===== config.mk =====
export PLATFORM = sky130hd
export DESIGN_NAME = seg7_scan_mux
export DESIGN_NICKNAME = d
export VERILOG_FILES = /design/src/rtl/seg7_scan_mux.sv
export SDC_FILE = /design/constraint.sdc
export NUM_CORES = 1
export LEC_CHECK = 0
export ABC_AREA = 1
export CAP_MARGIN = 20
export CORE_MARGIN = 8
export CORE_UTILIZATION = 61
export CTS_CLUSTER_DIAMETER = 60
export DETAILED_ROUTE_END_ITERATION = 16
export PLACE_DENSITY = 0.91
export SLEW_MARGIN = 20
export SYNTH_ARGS = -nofsm -noshare
export SYNTH_HDL_FRONTEND = slang
export SYNTH_SLANG_ARGS = --single-unit

===== constraint.sdc =====
create_clock -name clk -period 3.2 [get_ports clk]
set_clock_uncertainty 0.2 [all_clocks]
set_input_delay 0.32 -clock clk [delete_from_list [all_inputs] [get_ports clk]]
set_output_delay 0.32 -clock clk [all_outputs]
set_load 0.02 [all_outputs]

===== src/rtl/seg7_scan_mux.sv =====
`default_nettype none
// ============================================================================
// Module   : seg7_scan_mux
// Purpose  : Multi-digit 7-segment scanner with frame-boundary load, anode
//            ghosting guard band and 3-bit PWM brightness. Define SEG7_LZB_EN
//            to add leading-zero blanking.
// Revision : 1.0 - initial release
// ============================================================================
module seg7_scan_mux #(
    parameter int          NUM_DIGITS   = 4,
    parameter logic [15:0] SCAN_DIV     = 16'd25,
    parameter logic [3:0]  BLANK_CYCLES = 4'd2
) (
    input  logic                    clk,
    input  logic                    rst_n,
    input  logic                    load,
    input  logic [5*NUM_DIGITS-1:0] frame_in,
    input  logic [2:0]              bright,
    output logic [4:0]              digit_code,
    output logic [NUM_DIGITS-1:0]   an_out,
    output logic                    frame_start,
    output logic                    pending
);

    localparam int              c_DW        = $clog2(NUM_DIGITS);
    localparam int              c_FW        = 5 * NUM_DIGITS;
    localparam logic [c_DW-1:0] c_LAST_DIG  = c_DW'(NUM_DIGITS - 1);
    localparam logic [15:0]     c_LAST_SLOT = SCAN_DIV - 16'd1;
    localparam logic [15:0]     c_BLANK     = {12'd0, BLANK_CYCLES};

    logic                  r_run;
    logic [15:0]           r_slot;
    logic [c_DW-1:0]       r_dig;
    logic [2:0]            r_pwm;
    logic [c_FW-1:0]       r_active;
    logic [c_FW-1:0]       r_shadow;

    logic                  w_boundary;
    logic [15:0]           w_slot_nxt;
    logic [c_DW-1:0]       w_dig_nxt;
    logic [2:0]            w_pwm_nxt;
    logic [c_FW-1:0]       w_active_nxt;
    logic [c_FW-1:0]       w_shadow_nxt;
    logic                  w_pending_nxt;
    logic                  w_lit;
    logic [NUM_DIGITS-1:0] w_show;
    logic [NUM_DIGITS-1:0] w_an_nxt;
    logic [4:0]            w_code_nxt;

    // Outputs are registered from the next counter state so that they line up
    // with the counters in the same cycle. r_run holds the counters at zero on
    // the first enabled edge so slot 0 / digit 0 is the first cycle after reset.
    always_comb begin
        w_boundary = r_run && (r_slot == c_LAST_SLOT) && (r_dig == c_LAST_DIG);
        w_slot_nxt = r_slot;
        w_dig_nxt  = r_dig;
        if (!r_run) begin
            w_slot_nxt = '0;
            w_dig_nxt  = '0;
        end else if (r_slot == c_LAST_SLOT) begin
            w_slot_nxt = '0;
            w_dig_nxt  = (r_dig == c_LAST_DIG) ? '0 : r_dig + c_DW'(1);
        end else begin
            w_slot_nxt = r_slot + 16'd1;
        end
        w_pwm_nxt = r_pwm + 3'd1;
    end

    always_comb begin
        w_active_nxt  = r_active;
        w_shadow_nxt  = r_shadow;
        w_pending_nxt = pending;
        if (w_boundary && load) begin
            w_active_nxt  = frame_in;
            w_shadow_nxt  = frame_in;
            w_pending_nxt = 1'b0;
        end else if (w_boundary && pending) begin
            w_active_nxt  = r_shadow;
            w_pending_nxt = 1'b0;
        end else if (load) begin
            w_shadow_nxt  = frame_in;
            w_pending_nxt = 1'b1;
        end
    end

`ifdef SEG7_LZB_EN
    // A digit is shown if it or any more significant digit has a nonzero code.
    logic w_any_hi;
    always_comb begin
        w_show   = '0;
        w_any_hi = 1'b0;
        for (int i = NUM_DIGITS - 1; i >= 1; i--) begin
            w_any_hi  = w_any_hi | (|w_active_nxt[5*i +: 5]);
            w_show[i] = w_any_hi;
        end
        w_show[0] = 1'b1;
    end
`else
    assign w_show = '1;
`endif

    always_comb begin
        w_lit      = (w_slot_nxt >= c_BLANK) && (w_pwm_nxt <= bright);
        w_code_nxt = '0;
        w_an_nxt   = '0;
        for (int i = 0; i < NUM_DIGITS; i++) begin
            if (w_dig_nxt == c_DW'(i)) begin
                w_code_nxt  = w_active_nxt[5*i +: 5];
                w_an_nxt[i] = w_lit & w_show[i];
            end
        end
    end

    always_ff @(posedge clk) begin
        if (!rst_n) begin
            r_run       <= 1'b0;
            r_slot      <= '0;
            r_dig       <= '0;
            r_pwm       <= '0;
            r_active    <= '0;
            r_shadow    <= '0;
            digit_code  <= '0;
            an_out      <= '0;
            frame_start <= 1'b0;
            pending     <= 1'b0;
        end else begin
            r_run       <= 1'b1;
            r_slot      <= w_slot_nxt;
            r_dig       <= w_dig_nxt;
            r_pwm       <= w_pwm_nxt;
            r_active    <= w_active_nxt;
            r_shadow    <= w_shadow_nxt;
            digit_code  <= w_code_nxt;
            an_out      <= w_an_nxt;
            frame_start <= (w_slot_nxt == 16'd0) && (w_dig_nxt == '0);
            pending     <= w_pending_nxt;
        end
    end

endmodule
`default_nettype wire


==> flow_metrics.tcl <==
set metrics [dict create \
    dr.pass1.iters 6 \
    final_nets 620 \
    worstPathRequired_ns 3.29 \
    synth-edff-count 0 \
    ios 37 \
    status "finished, final reports clean" \
    drc 0 \
    cp_slowest_stage_delay_ns 0.33 \
    setup_violations 0 \
    crit_family "simple AND/OR/NAND/NOR gates" \
    grt_pass1_vias 3407 \
    initial_utilization_pct 62.25 \
    root_buffer "clkbuf_8" \
    cellLeakagePower_nw 2.032 \
    clkLatencyLatePin_ns 0.35 \
    start_kind "flop" \
    timing.max_cap.violations 0 \
    endpoint_kind "flop" \
    wl_per_cell_um 14.15 \
    die_w_um 93.27 \
    via_per_inst 5.467 \
    drv_slew 0 \
    seq_area_frac_synth_pct 40.12 \
    r2r_start "r_slot[0]" \
    grt_use_total_pct 22.36 \
    whs_endpoint "r_pwm[0]" \
    path_cells "inv_1 > ha_1 > nand3_1 > nor2_2 > nand2_4 > nor2_8 > nand2_2 > inv_2 > nand2_1 > nand2_1 > nand2_1 > nand2_1 > nor2_1 > nor2_1" \
    core-area_um2 5851 \
    ff2ff_path_depth 14 \
    syn_area_per_cell_um2 6.574 \
    cp_data_arrival_time_ns 2.66 \
    syn_to_final_growth_pct 17.07 \
    cts_hold_buf 0 \
    fillCellCount 451 \
    grt_pass1_wl_mm 15.84 \
    syn_area_um2 3642 \
    synth_ff_type "dfxtp_1" \
    min_path_type "flop to flop" \
    rrSetupSlack_ns 0.63 \
    power_density_nw_per_um2 438.8 \
    regToRegEndpoint "digit_code[1]" \
    max_slew_margin_pct 42.90 \
    worst_path_most_repeated_cell "nand2_1" \
    path_clk_slew_ns 0.08 \
    worst-path-buf-inv 2 \
    fin_crit_sh_pct 80.32 \
    drive_above_1_share_pct 6.599 \
    vias 3641 \
    cts_resized 0 \
    cts_tree "yes" \
    setup_tns_ns 0 \
    synth_warnings 0 \
    synth-seq-cells 73 \
    antenna_found_initial 0 \
    grt_max_degree 36 \
    place_congestion 0.9646 \
    ant_nets 0 \
    path_class "flop to flop" \
    n_antenna_cell 0 \
    dp_hpwl_mm 6.692 \
    rsz0062_at_grt "no" \
    die-height_um 93.27 \
    cts_sinks 73 \
    cts_buffers 9 \
    cts_max_path_buffers 2 \
    synth.distinct_cells 29 \
    synthCells 554 \
    async_flop_share_pct 0 \
    irDropWorstVdd_v 0.0002708 \
    overflow 0 \
    hold-worst-slack_ns 0.2570 \
    fmax_ghz 0.3891 \
    drt_first_iter_violations 325 \
    hold_viol 0 \
    htree_levels 3 \
    die_area_um2 8699 \
    path_max_fanout 21 \
    wirelength_mm 9.424 \
    hp-start "r_pwm[0]" \
    post_cts_buffers 0 \
    holdPathStages 1 \
    period_needed_ns 2.570 \
    rows 28 \
    crit_slowest_cell "dfxtp_1" \
    synth_nets 587 \
    worst_pin_slew_ns 0.8555 \
    numPortBuffers 36 \
]
==> cell usage in the layout, fill, tap and decap left out <==
master / synthesis / final
nor2_2: 4 / 4
clkdlybuf4s50_1: 0 / 36
clkinv_4: 0 / 1
nand3_2: 1 / 1
clkinv_1: 2 / 2
clkinvlp_4: 0 / 1
clkbuf_8: 0 / 9
nor3_1: 4 / 4
nand4_1: 16 / 16
or2_2: 1 / 1
nand3_1: 54 / 54
xor2_1: 1 / 1
nor2_1: 74 / 74
and3_1: 1 / 1
clkinv_2: 0 / 1
inv_1: 70 / 70
nor2_4: 2 / 2
inv_2: 4 / 4
nand2_2: 4 / 4
ha_1: 7 / 7
buf_4: 0 / 6
nand2_4: 1 / 1
nor2_8: 1 / 1
nand2_1: 142 / 142
o211ai_1: 5 / 5
dfxtp_1: 73 / 73
xnor2_1: 1 / 1
nand4_2: 1 / 1
bufinv_16: 0 / 2
nor4_1: 1 / 1
o21ai_0: 27 / 27
clkbuf_1: 15 / 1
a21oi_1: 37 / 37
==> routing by layer <==
metal	routed length [um]	up-vias	GRT usage [%]
li1	-	1821	-
met1	4254	1613	30.03
met2	4129	181	33.96
met3	845	26	4.647
met4	193	0	9.128
met5	0	-	0
==> synth_stat cells, types with 5 or more instances <==
| cell type | count | share of area, % |
|---|---|---|
| o211ai_1 | 5 | 1.0 |
| clkbuf_1 | 15 | 1.5 |
| dfxtp_1 | 73 | 40 |
| inv_1 | 70 | 7.2 |
| nand3_1 | 54 | 7.4 |
| nor2_1 | 74 | 7.6 |
| o21ai_0 | 27 | 3.7 |
| nand2_1 | 142 | 15 |
| nand4_1 | 16 | 2.7 |
| ha_1 | 7 | 2.4 |
| a21oi_1 | 37 | 5.1 |
==> worst max path at each step <==
stage                         start             to  slack (ns)  cells past startpoint
final                     r_slot[0]  digit_code[1]        0.63                     14
after global routing      r_slot[0]  digit_code[2]        0.45                     14
after CTS                 r_slot[0]  digit_code[1]        0.68                     14
after detailed placement  r_slot[0]  digit_code[0]        0.76                     14
after global placement        r_run  digit_code[3]        0.86                      8
after floorplan           r_slot[0]  digit_code[2]        1.26                     14
==> worst reg2reg max path: stages (launching register included) <==
cell	delay, ns
dfxtp_1	0.33
inv_1	0.10
ha_1	0.22
nand3_1	0.10
nor2_2	0.16
nand2_4	0.11
nor2_8	0.14
nand2_2	0.28
inv_2	0.34
nand2_1	0.15
nand2_1	0.11
nand2_1	0.06
nand2_1	0.08
nor2_1	0.05
nor2_1	0.08
==> flip-flops by register name, summed over array words and instances (netlist names) <==
signal	flops
an_out	4
r_dig	2
r_slot	16
r_active	20
frame_start	1
r_run	1
digit_code	5
pending	1
r_shadow	20
r_pwm	3
==> power breakdown <==
| part | internal (W) | total, W | switching, W |
|---|---|---|---|
| sequential | 0.000933 | 0.000947 | 0.0000145 |
| combinational | 0.0000606 | 0.000137 | 0.0000769 |
| clock | 0.000435 | 0.000787 | 0.000352 |
==> area by class of cell <==
class                      count  area (um^2)  area share (%)
timing repair buffer          42        405.4           9.507
clock inverter                 5        81.33           1.907
clock buffer                  10        127.6           2.993
multi-input combinational    385         1809           42.43
tap                           75        93.84           2.201
inverter                      76        285.3           6.690
sequential                    73         1461           34.27
==> logic make-up after synthesis <==
logic type / Yosys count / share of synthesized area (%)
adders and majority gates: 7 / 2.405
AOI/OAI and AO/OA: 69 / 9.825
xor gates and xnor gates: 2 / 0.4810
DFF: 73 / 40.12
and+or+nand+nor: 307 / 36.96
buffers and inverters: 96 / 10.20
==> metrics by stage <==
step	instances	worst slack, ns	util, %	power (W)	area (um^2)
floorplan	554	1.259	-	0.001038	3642
global placement	651	0.8562	69.31	0.001099	4055
detailed placement	651	0.7608	69.31	0.001103	4055
CTS	666	0.6807	72.88	0.001869	4264
global route	666	0.4518	72.88	0.001925	4264
finish	666	0.6297	72.88	0.001871	4264
Power figures use the tool's default switching activity.
